==> config.mk <==
export PLATFORM = sky130hd
export DESIGN_NAME = sum_sched
export DESIGN_NICKNAME = d
export VERILOG_FILES = /design/src/rtl/sum_sched_pkg.sv /design/src/rtl/rr_arbiter.sv /design/src/rtl/sum_sched.sv
export SDC_FILE = /design/constraint.sdc
export NUM_CORES = 1
export LEC_CHECK = 0
export CORE_ASPECT_RATIO = 0.9
export CORE_MARGIN = 2
export CORE_UTILIZATION = 52
export CTS_BUF_LIST = sky130_fd_sc_hd__clkbuf_8 sky130_fd_sc_hd__clkbuf_16
export DETAILED_ROUTE_END_ITERATION = 12
export PLACE_DENSITY = 0.88
export SLEW_MARGIN = 20
export SYNTH_ARGS = -nofsm -noshare
export SYNTH_HDL_FRONTEND = slang
export SYNTH_SLANG_ARGS = --single-unit
==> constraint.sdc <==
create_clock -name clk -period 5.11 [get_ports clk]
set_input_delay 0.511 -clock clk [delete_from_list [all_inputs] [get_ports clk]]
set_output_delay 0.511 -clock clk [all_outputs]
set_load 0.02 [all_outputs]
==> src/rtl/sum_sched_pkg.sv <==
// sum_sched_pkg: shared FSM state type, default sizes and id-width helper for sum_sched.
package sum_sched_pkg;
  typedef enum logic [1:0] {IDLE, ACCUM, DONE} state_t;
  localparam int DEF_WIDTH = 16;
  localparam int DEF_NUM_REQ = 4;
  function automatic int id_w(input int n);
    return (n > 1) ? $clog2(n) : 1;
  endfunction
endpackage

==> src/rtl/rr_arbiter.sv <==
// rr_arbiter: combinational round-robin pick, searching upward from last_id+1 with wrap.
module rr_arbiter import sum_sched_pkg::*; #(
  parameter int NUM_REQ = DEF_NUM_REQ,
  localparam int ID_W = id_w(NUM_REQ)
) (
  input  logic [NUM_REQ-1:0] req,
  input  logic [ID_W-1:0]    last_id,
  output logic [NUM_REQ-1:0] gnt_next,
  output logic [ID_W-1:0]    gnt_id,
  output logic               any_req
);
  // Walk candidates from furthest to nearest so the nearest requester is the last write.
  always_comb begin
    gnt_next = '0;
    gnt_id = '0;
    for (int k = NUM_REQ - 1; k >= 0; k--) begin
      if (req[(int'(last_id) + 1 + k) % NUM_REQ]) begin
        gnt_next = '0;
        gnt_next[(int'(last_id) + 1 + k) % NUM_REQ] = 1'b1;
        gnt_id = ID_W'((int'(last_id) + 1 + k) % NUM_REQ);
      end
    end
  end
  assign any_req = |req;
endmodule

==> src/rtl/sum_sched.sv <==
// sum_sched: round-robin shared accumulate-until-zero datapath; SUM_SCHED_OVF_EN adds a sticky ovf output.
module sum_sched import sum_sched_pkg::*; #(
  parameter int NUM_REQ = DEF_NUM_REQ,
  parameter int WIDTH = DEF_WIDTH,
  localparam int ID_W = id_w(NUM_REQ)
) (
  input  logic                     clk,
  input  logic                     rst,
  input  logic [NUM_REQ-1:0]       req,
  input  logic [NUM_REQ-1:0]       valid,
  input  logic [NUM_REQ*WIDTH-1:0] data,
  output logic [NUM_REQ-1:0]       gnt,
  output logic [NUM_REQ-1:0]       accept,
  output logic                     busy,
  output logic                     done,
  output logic [ID_W-1:0]          done_id,
  output logic [WIDTH-1:0]         sum
`ifdef SUM_SCHED_OVF_EN
  , output logic                   ovf
`endif
);
  state_t state, state_nxt;
  logic [ID_W-1:0] last_id, cur_id, arb_id;
  logic [NUM_REQ-1:0] arb_gnt;
  logic any_req, fire;
  logic [WIDTH-1:0] acc, word;
`ifdef SUM_SCHED_OVF_EN
  logic ovf_acc;
  logic [WIDTH:0] add;
  assign add = {1'b0, acc} + {1'b0, word};
`else
  logic [WIDTH-1:0] add;
  assign add = acc + word;
`endif
  rr_arbiter #(.NUM_REQ(NUM_REQ)) u_arb (
    .req(req),
    .last_id(last_id),
    .gnt_next(arb_gnt),
    .gnt_id(arb_id),
    .any_req(any_req)
  );
  assign word = data[int'(cur_id)*WIDTH +: WIDTH];
  assign fire = |accept;
  always_ff @(posedge clk or posedge rst)
    if (rst) state <= IDLE;
    else state <= state_nxt;
  always_comb begin
    state_nxt = IDLE;
    case (state)
      IDLE:    state_nxt = any_req ? ACCUM : IDLE;
      ACCUM:   state_nxt = (fire && word == '0) ? DONE : ACCUM;
      default: state_nxt = IDLE;
    endcase
  end
  always_comb begin
    busy = state != IDLE;
    done = state == DONE;
    accept = (state == ACCUM) ? gnt & valid : '0;
  end
  // sum/done_id load on the zero word so they are already valid while done is high.
  always_ff @(posedge clk or posedge rst)
    if (rst) begin
      gnt <= '0;
      cur_id <= '0;
      last_id <= ID_W'(NUM_REQ - 1);
      acc <= '0;
      sum <= '0;
      done_id <= '0;
`ifdef SUM_SCHED_OVF_EN
      ovf_acc <= 1'b0;
      ovf <= 1'b0;
`endif
    end else begin
      if (state == IDLE && any_req) begin
        gnt <= arb_gnt;
        cur_id <= arb_id;
      end
      if (fire && word != '0) begin
        acc <= add[WIDTH-1:0];
`ifdef SUM_SCHED_OVF_EN
        ovf_acc <= ovf_acc | add[WIDTH];
`endif
      end
      if (fire && word == '0) begin
        sum <= acc;
        done_id <= cur_id;
        gnt <= '0;
`ifdef SUM_SCHED_OVF_EN
        ovf <= ovf_acc;
`endif
      end
      if (state == DONE) begin
        last_id <= cur_id;
        acc <= '0;
`ifdef SUM_SCHED_OVF_EN
        ovf_acc <= 1'b0;
`endif
      end
    end
endmodule

==> results.py, run 1 <==
metrics = {
    "setup_path": {
        "cp_slowest_stage_delay_ns": 0.67,
        "r2r_end": "acc[12]",
        "critPathKind": "reg -> reg",
        "crit_arrival_ns": 3.86,
        "path_buf_inv": 0,
        "critPathCaptureType": "flip-flop",
        "path_depth": 9,
        "crit_required_ns": 5.25,
        "cp-startpoint": "cur_id[0]",
        "crit_path_end": "acc[12]",
        "cp_slowest_cell": "dfrtp_1",
        "r2r_cells": 9,
        "rrSetupSlack_ns": 1.39,
        "worst_r2r_startpoint": "cur_id[0]",
        "path_max_fanout": 12,
        "crit_chain": "mux4_1 > ha_1 > fa_1 > a21o_1 > a221oi_1 > o31ai_1 > o41ai_1 > xor2_1 > o21ai_0",
        "crit_family": "compound AO/OA/AOI/OAI gates",
        "critPathLaunchType": "flip-flop",
    },
    "global_routing": {
        "grt_max_degree": 45,
        "grt_pass1_vias": 2842,
        "overflow": 0,
        "grt_antenna_before_repair": 0,
        "grt_pass1_wl_mm": 13.52,
        "grt_util_all_layers_pct": 24.77,
    },
    "die": {
        "die_y_um": 80.37,
        "dieArea_um2": 7140,
        "rows": 27,
        "initial_core_util_pct": 54.50,
        "ios": 102,
        "coreArea_um2": 6182,
        "fp.dieW_um": 88.85,
    },
    "sta": {
        "finClkSkew_ns": 0.008410,
        "fmax_ghz": 0.2689,
        "hold_violations": 0,
        "layout_setup_ws_ns": 1.391,
        "final-max-slew-violation-count": 0,
        "tightestPinTransition_ns": 0.9439,
        "slew_headroom_pct": 37.07,
        "finalSetupTns_ns": 0,
        "post-route-period-util_pct": 72.77,
        "fin_crit_ns": 3.719,
        "rsz0062_at_grt": "false",
        "setup_viol_count_final": 0,
    },
    "placement": {
        "pre_cts_slack_ns": 1.316,
        "hpwl_mm": 6.564,
        "port_buffers": 101,
        "postPlaceCellArea_um2": 4390,
        "gp_congestion": 0.9156,
    },
    "clock_tree": {
        "cts_made_buffers": 5,
        "postCtsHoldBufs": 0,
        "worstSkewPairLatency_ns": 0.30,
        "cts.reportedPaths.clkPinSlew_ns": 0.08,
        "cts_tree": "done",
        "post_cts_resized": 0,
        "clock-sinks": 44,
        "post_cts_buffers": 0,
        "clockBufferDepth": 2,
        "cts_max_level": 2,
        "clockRootBuffer": "clkbuf_8",
    },
    "routing": {
        "routed_via_density": 6.000,
        "ant_nets": 0,
        "routed-via-count": 2952,
        "drc": 0,
        "wl_per_cell_um": 16.96,
        "drt_iter0_drc": 159,
        "first_pass_iters": 5,
        "totalWireLength_mm": 8.342,
    },
    "logic_synthesis": {
        "avgSynthCellArea_um2": 10.87,
        "synth-edff-count": 0,
        "syn_inst": 310,
        "yosys-top-cells-count": "42 x dfrtp_1, 24 x nor2_1, 22 x o21ai_0, 21 x a21oi_1, 19 x ha_1",
        "yosys_warnings": 0,
        "ys_seq_area_share_pct": 32.75,
        "syn_nets": 404,
        "synth_top_area_share_pct": 31.19,
        "synth_top_area_cell": "dfrtp_1",
        "syn_area_um2": 3369,
        "yosys_most_used_dff": "dfrtp_1",
        "ys_top_cells_by_area": "dfrtp_1 31%, mux4_1 12%, ha_1 7.1%, mux2_4 6.2%, o21ai_0 3.3%",
        "synth_cell_types": 53,
        "synthMostInstantiatedCell": "dfrtp_1",
        "synth-seq-cells": 44,
        "synth_async_sr_flop_share_pct": 100.0,
    },
    "pwr": {
        "peakVddDrop_mv": 0.1593,
        "p_per_area_nw_per_um2": 317.1,
        "static-leakage-power_nw": 1.941,
    },
    "cells_and_area": {
        "post-route-util_pct": 72.52,
        "nNetsFinal": 498,
        "design_area_um2": 4483,
        "area_growth_pct": 33.05,
        "n_antenna_cell": 0,
        "drive_above_1_share_pct": 10.62,
    },
    "job": {
        "cap_violations": 0,
    },
    "status": {
        "status": "finished clean",
    },
    "worst_hold_path": {
        "hp-class": "reg -> reg",
    },
}
==> flip-flops by register name, summed over array words and instances (netlist names) <==
| signal | cells |
|---|---|
| last_id | 2 |
| done_id | 2 |
| acc | 16 |
| state | 2 |
| cur_id | 2 |
| gnt | 4 |
| sum | 16 |
==> layer usage <==
metal | track usage [%] | vias to the layer above | part of all wire (%)
met3 | 5.036 | 14 | 6.6
met1 | 32.49 | 1410 | 42
met5 | 0 | - | 0
met2 | 41.87 | 153 | 50
met4 | 6.061 | 0 | 1.5
li1 | - | 1375 | -
==> worst min-delay path by stage <==
stage / startpoint / end / slack (ns) / cells past startpoint
final: acc[15] / acc[15] / 0.51 / 1
after global placement: acc[15] / acc[15] / 0.46 / 1
after detailed placement: acc[15] / acc[15] / 0.49 / 1
after global routing: sum[1] / sum[1] / 0.53 / 1
after floorplan: acc[15] / acc[15] / 0.45 / 1
after CTS: acc[15] / acc[15] / 0.51 / 1
==> stage by stage <==
stage	total power, W	std cells	hold WS, ns
floorplan	0.0009899	310	0.4485
global placement	0.001142	484	0.4648
detailed placement	0.001185	484	0.4905
CTS	0.001415	492	0.5116
global route	0.001517	492	0.5335
finish	0.001422	492	0.5092
==> report_power, final <==
group	switching, W	internal [W]	total (W)
clock	0.000117	0.000108	0.000225
sequential	0.0000677	0.000412	0.000479
combinational	0.000379	0.000338	0.000717
total	0.000563	0.000858	0.00142
==> worst reg2reg max path, cell delays in order (launching register included) <==
cell and delay [ns]:
dfrtp_1 0.67, mux4_1 0.66, ha_1 0.25, fa_1 0.42
a21o_1 0.20, a221oi_1 0.44, o31ai_1 0.24, o41ai_1 0.44
xor2_1 0.17, o21ai_0 0.09
==> cells by family after synthesis <==
group | synth area share [%]
simple gates | 12.59
compound gates | 15.30
mux | 24.10
flops | 32.75
buf+inv | 4.493
fa+ha+maj | 7.650
xor+xnor | 3.119
==> cell usage in the layout (no fill, tap or decap), types with 2 or more instances in the layout <==
master,n
nor4_2,2
o41ai_1,4
dfstp_2,2
o22ai_1,3
buf_4,2
a311oi_1,3
a221oi_1,2
inv_1,10
mux2_2,8
mux2i_1,5
clkdlybuf4s50_1,101
nand3b_1,2
a211oi_1,5
nor2_1,24
mux4_1,15
mux4_2,3
o21bai_1,3
o211ai_1,2
xor2_1,8
dfrtp_1,42
a21oi_1,21
nand2_1,17
o21ai_0,22
xnor2_1,4
nand2b_1,4
ha_1,19
nand3_1,16
nand4_1,2
a21o_1,9
mux2_4,14
and3_1,3
clkbuf_8,6
clkinv_2,2
nor4_1,3
==> cell type report <==
class                      instances  area [um^2]
multi-input combinational        240         2115
fill                             429         1699
sequential                        44         1104
timing repair buffer             103         1026
tap                               87        108.9
clock buffer                       6        82.58
inverter                          10        37.54
clock inverter                     2        10.01
(Power assumes the default switching activity.)
==> inputs of run 2 (changes only) <==
--- a/config.mk
+++ b/config.mk
@@ -7,10 +7,10 @@
 export LEC_CHECK = 0
 export CORE_ASPECT_RATIO = 0.9
 export CORE_MARGIN = 2
-export CORE_UTILIZATION = 52
+export CORE_UTILIZATION = 43
 export CTS_BUF_LIST = sky130_fd_sc_hd__clkbuf_8 sky130_fd_sc_hd__clkbuf_16
 export DETAILED_ROUTE_END_ITERATION = 12
-export PLACE_DENSITY = 0.88
+export PLACE_DENSITY = 0.78
 export SLEW_MARGIN = 20
 export SYNTH_ARGS = -nofsm -noshare
 export SYNTH_HDL_FRONTEND = slang
==> constraint.sdc (replaced) <==
create_clock -name clk -period 3.18 [get_ports clk]
set_input_delay 0.318 -clock clk [delete_from_list [all_inputs] [get_ports clk]]
set_output_delay 0.318 -clock clk [all_outputs]
set_load 0.02 [all_outputs]
==> results.py, run 2 (same netlist as run 1, synthesis figures left out) <==
metrics = {
    "routing": {
        "first_pass_iters": 4,
        "totalWireLength_mm": 8.173,
        "drc": 0,
        "ant_nets": 0,
        "routed_via_density": 5.685,
        "wl_per_cell_um": 15.87,
        "routed-via-count": 2928,
        "drt_iter0_drc": 205,
    },
    "setup_path": {
        "path_buf_inv": 0,
        "critPathLaunchType": "flip-flop",
        "r2r_cells": 9,
        "path_max_fanout": 4,
        "crit_arrival_ns": 3.14,
        "cp-startpoint": "cur_id[0]",
        "r2r_end": "acc[14]",
        "rrSetupSlack_ns": 0.22,
        "crit_chain": "mux4_1 > ha_1 > fa_1 > a21o_1 > a221oi_2 > o31ai_1 > a221oi_2 > xor2_1 > o21ai_0",
        "crit_path_end": "acc[14]",
        "worst_r2r_startpoint": "cur_id[0]",
        "path_depth": 9,
        "cpMostUsedCell": "a221oi_2",
        "critPathCaptureType": "flip-flop",
        "cp_slowest_cell": "mux4_1",
        "critPathKind": "reg -> reg",
        "cp_slowest_stage_delay_ns": 0.60,
        "crit_family": "compound AO/OA/AOI/OAI gates",
        "crit_required_ns": 3.35,
    },
    "cells_and_area": {
        "reg_top3": "acc: 16 flops, sum: 16 flops, gnt: 4 flops",
        "post-route-util_pct": 61.16,
        "n_antenna_cell": 0,
        "fillCellCount": 609,
        "drive_above_1_share_pct": 14.08,
        "design_area_um2": 4637,
        "nNetsFinal": 512,
        "layout_common_cells": "101 x clkdlybuf4s50_1, 41 x dfrtp_1, 24 x nor2_1",
        "final_common_cell": "clkdlybuf4s50_1",
        "area_growth_pct": 37.62,
    },
    "worst_hold_path": {
        "hp-class": "in -> async",
    },
    "clock_tree": {
        "cts_max_level": 2,
        "clockRootBuffer": "clkbuf_8",
        "worstSkewPairLatency_ns": 0.29,
        "cts_made_buffers": 5,
        "post_cts_buffers": 0,
        "clock-sinks": 44,
        "post_cts_resized": 0,
        "cts.reportedPaths.clkPinSlew_ns": 0.08,
        "cts_tree": "done",
        "clockBufferDepth": 2,
        "postCtsHoldBufs": 0,
    },
    "placement": {
        "gp_congestion": 0.8968,
        "postPlaceCellArea_um2": 4532,
        "port_buffers": 101,
        "hpwl_mm": 6.759,
        "pre_cts_slack_ns": -0.1533,
    },
    "job": {
        "cap_violations": 0,
    },
    "sta": {
        "holdWs_ns": 0.4137,
        "post-route-period-util_pct": 93.15,
        "rsz0062_at_grt": "false",
        "setup_viol_count_final": 0,
        "fmax_ghz": 0.3376,
        "layout_setup_ws_ns": 0.2179,
        "slew_headroom_pct": 54.90,
        "finClkSkew_ns": 0.003157,
        "fin_crit_ns": 2.962,
        "tightestPinTransition_ns": 0.6740,
        "finalSetupTns_ns": 0,
        "final-max-slew-violation-count": 0,
        "hold_violations": 0,
    },
    "pwr": {
        "static-leakage-power_nw": 2.024,
        "p_int_w": 0.001410,
        "p_sw_share_pct": 38.79,
        "clkPwrFrac_pct": 14.1,
        "p_comb_share_pct": 52.7,
        "power_switching_w": 0.0008934,
        "pwr-share-seq_pct": 33.3,
        "peakVddDrop_mv": 0.2511,
        "p_per_area_nw_per_um2": 496.7,
    },
    "die": {
        "rows": 30,
        "ios": 102,
        "fp.dieW_um": 97.31,
        "die_y_um": 87.98,
        "coreArea_um2": 7582,
        "dieArea_um2": 8561,
        "initial_core_util_pct": 44.44,
    },
    "global_routing": {
        "grt_max_degree": 30,
        "grt_util_all_layers_pct": 19.58,
        "overflow": 0,
        "grt_antenna_before_repair": 0,
        "grt_pass1_wl_mm": 13.37,
        "grt_pass1_vias": 2857,
    },
    "status": {
        "status": "finished clean",
    },
}
## run 2: cell count changes in the layout (fill, tap and decap cells not counted), sizes merged
| cell | before | now |
|---|---|---|
| buf | 2 | 16 |
| clkbuf | 6 | 5 |
| clkinv | 2 | 0 |
| inv | 10 | 13 |
## run 2: how the worst min path moves through the flow
stage	from	endpoint	slack (ns)
3_3_place_gp	acc[15]	acc[15]	0.47
5_1_grt	rst	sum[15]	0.47
3_5_place_dp	acc[15]	acc[15]	0.49
2_1_floorplan	acc[15]	acc[15]	0.45
6_report	rst	sum[15]	0.41
4_1_cts	rst	sum[15]	0.49
## run 2: stage by stage
step / instances / power [W]
final: 515 / 0.002303
after CTS: 515 / 0.002276
after detailed placement: 507 / 0.001947
after global routing: 515 / 0.002489
after global placement: 507 / 0.001907
after floorplan: 310 / 0.001591
## run 2: area by class of cell
type | count | area, um^2 | area share, %
sequential | 44 | 1105 | 23.83
inverter | 10 | 37.54 | 0.8095
clock inverter | 3 | 11.26 | 0.2428
clock buffer | 5 | 68.82 | 1.484
tap | 96 | 120.1 | 2.590
multi-input combinational | 240 | 2135 | 46.03
timing repair buffer | 117 | 1160 | 25.01
## run 2: power by group through the flow
stage / registers [W] / clock network, W / logic (W)
3_3_place_gp: 0.000772 / 0 / 0.00113
2_1_floorplan: 0.000738 / 0 / 0.000852
3_5_place_dp: 0.000779 / 0 / 0.00117
5_1_grt: 0.000781 / 0.000361 / 0.00135
6_report: 0.000766 / 0.000325 / 0.00121
4_1_cts: 0.000768 / 0.000336 / 0.00117
## run 2: metal layers
metal	vias to the layer above	global-route usage, %	routed length (um)
met3	11	3.831	576
met2	116	33.46	3894
li1	1410	-	-
met4	0	6.061	141
met1	1391	25.64	3561
met5	-	0	0
==> inputs of run 3 (changes only) <==
--- a/config.mk
+++ b/config.mk
@@ -5,12 +5,13 @@
 export SDC_FILE = /design/constraint.sdc
 export NUM_CORES = 1
 export LEC_CHECK = 0
+export CAP_MARGIN = 20
 export CORE_ASPECT_RATIO = 0.9
 export CORE_MARGIN = 2
-export CORE_UTILIZATION = 43
+export CORE_UTILIZATION = 48
 export CTS_BUF_LIST = sky130_fd_sc_hd__clkbuf_8 sky130_fd_sc_hd__clkbuf_16
 export DETAILED_ROUTE_END_ITERATION = 12
-export PLACE_DENSITY = 0.78
+export PLACE_DENSITY = 0.83
 export SLEW_MARGIN = 20
 export SYNTH_ARGS = -nofsm -noshare
 export SYNTH_HDL_FRONTEND = slang
==> constraint.sdc (replaced) <==
create_clock -name clk -period 2.9 [get_ports clk]
set_input_delay 0.29 -clock clk [delete_from_list [all_inputs] [get_ports clk]]
set_output_delay 0.29 -clock clk [all_outputs]
set_load 0.02 [all_outputs]
==> results.py, run 3 (same netlist as run 1, synthesis figures left out) <==
metrics = {
    "cells_and_area": {
        "drive_above_1_share_pct": 20.05,
        "final_cells": 519,
        "design_area_um2": 4762,
        "area_growth_pct": 41.33,
        "nNetsFinal": 522,
        "final_common_cell": "clkdlybuf4s50_1",
        "layout_common_cells": "101 x clkdlybuf4s50_1, 41 x dfrtp_1, 24 x nor2_1",
        "n_antenna_cell": 0,
        "post-route-util_pct": 71.17,
        "fillCellCount": 487,
        "reg_top3": "acc: 16 flops, sum: 16 flops, gnt: 4 flops",
    },
    "setup_path": {
        "crit_required_ns": 3.09,
        "r2r_cells": 9,
        "cp_slowest_stage_delay_ns": 0.55,
        "critPathCaptureType": "flip-flop",
        "path_max_fanout": 9,
        "cp_slowest_cell": "mux4_2",
        "critPathKind": "reg -> reg",
        "crit_arrival_ns": 3.01,
        "crit_chain": "buf_8 > mux4_2 > ha_1 > o211ai_1 > o21ai_1 > a221o_1 > nand4_1 > o41ai_1 > o41ai_1",
        "cpMostUsedCell": "o41ai_1",
        "critPathLaunchType": "flip-flop",
    },
    "placement": {
        "hpwl_mm": 6.857,
        "gp_congestion": 0.8986,
        "pre_cts_slack_ns": -0.2705,
        "port_buffers": 101,
        "postPlaceCellArea_um2": 4613,
        "dp.cells": 510,
    },
    "global_routing": {
        "grt_pass1_wl_mm": 13.85,
        "overflow": 0,
        "grt_max_degree": 45,
        "grt_pass1_vias": 2945,
        "grt_util_all_layers_pct": 22.51,
        "grt_antenna_before_repair": 0,
    },
    "pwr": {
        "pwr-share-seq_pct": 30.5,
        "p_sw_share_pct": 38.32,
        "peakVddDrop_mv": 0.2864,
        "p_int_w": 0.001702,
        "clkPwrFrac_pct": 13.7,
        "p_per_area_nw_per_um2": 579.5,
        "power_switching_w": 0.001058,
        "power.total_w": 0.002760,
        "p_comb_share_pct": 55.8,
        "static-leakage-power_nw": 2.049,
    },
    "sta": {
        "hold_violations": 0,
        "finClkSkew_ns": 0.005755,
        "fin_crit_ns": 2.820,
        "fmax_ghz": 0.3546,
        "setup_viol_count_final": 0,
        "slew_headroom_pct": 59.76,
        "final-max-slew-violation-count": 0,
        "layout_setup_ws_ns": 0.07968,
        "tightestPinTransition_ns": 0.5981,
        "post-route-period-util_pct": 97.25,
    },
    "clock_tree": {
        "clockRootBuffer": "clkbuf_8",
        "worstSkewPairLatency_ns": 0.29,
        "clockBufferDepth": 2,
        "cts_tree": "done",
        "cts_made_buffers": 5,
        "cts.reportedPaths.clkPinSlew_ns": 0.08,
        "clock-sinks": 44,
        "cts_max_level": 2,
    },
    "routing": {
        "drt_iter0_drc": 132,
        "wl_per_cell_um": 16.57,
        "routed-via-count": 2993,
        "totalWireLength_mm": 8.602,
        "first_pass_iters": 5,
        "ant_nets": 0,
        "routed_via_density": 5.767,
        "drc": 0,
    },
    "die": {
        "initial_core_util_pct": 50.36,
        "ios": 102,
        "fp.dieW_um": 92.32,
        "dieArea_um2": 7707,
        "rows": 28,
        "coreArea_um2": 6691,
        "die_y_um": 83.49,
    },
    "worst_hold_path": {
        "hp-class": "in -> async",
    },
    "job": {
        "cap_violations": 0,
    },
    "status": {
        "status": "finished clean",
    },
}
==> run 3: cell count changes in the layout (fill, tap and decap cells not counted), sizes merged <==
| cell | change |
|---|---|
| inv | -1 |
| buf | +10 |
| clkbuf | +1 |
==> run 3: power by group through the flow <==
stage / clock, W / sequential [W] / combinational, W
6_report: 0.000378 / 0.000843 / 0.00154
5_1_grt: 0.000414 / 0.000859 / 0.00170
4_1_cts: 0.000382 / 0.000836 / 0.00141
3_5_place_dp: 0 / 0.000848 / 0.00139
3_3_place_gp: 0 / 0.000842 / 0.00135
2_1_floorplan: 0 / 0.000810 / 0.000964
==> run 3: through the flow <==
stage,hold WS (ns),setup TNS [ns]
4_1_cts,0.4587,0
3_5_place_dp,0.4862,-0.9315
3_3_place_gp,0.4651,-0.5566
5_1_grt,0.4955,-0.06546
2_1_floorplan,0.4485,0
6_report,0.4341,0
==> run 3: metal layers <==
layer	vias to the layer above	share of wire [%]	wire (um)	GRT usage (%)
met1	1419	42	3579	28.54
met2	135	50	4337	38.82
met4	0	1.1	92	6.377
li1	1428	-	-	-
met3	11	6.9	592	4.697
met5	-	0	0	0
==> run 3: path summary, 6_finish.rpt <==
path	startpoint	endpoint	slack [ns]
min in group clk	acc[15]	acc[15]	0.49
min reg2reg	acc[15]	acc[15]	0.49
max in group asynchronous	rst	cur_id[0]	2.08
min	rst	state[0]	0.43
max reg2reg	cur_id[0]	acc[13]	0.08
max	cur_id[0]	acc[13]	0.08
==> run 3: what timing repair did <==
action                     CTS  global route
resized for setup            3            19
setup endpoints to repair    5            25
buffers inserted             0             1
pin swaps                    1             2
hold buffers                 0             0
==> run 3: final cells by class <==
type | instances | area [um^2] | area share [%]
clock inverter | 2 | 7.507 | 0.1576
timing repair buffer | 127 | 1239 | 26.01
inverter | 10 | 37.54 | 0.7882
tap | 90 | 112.6 | 2.365
clock buffer | 6 | 82.58 | 1.734
multi-input combinational | 240 | 2178 | 45.74
sequential | 44 | 1105 | 23.20
==> run 3: worst max-delay path: cells and delay by family, from the launching register on <==
kind | cells | cell delay, ns
flip-flops | 1 | 0.44
AND/OR/NAND/NOR | 1 | 0.11
AO/OA/AOI/OAI | 5 | 1.10
buffers and inverters | 1 | 0.16
multiplexers | 1 | 0.55
adder cells (fa/ha/maj) | 1 | 0.34
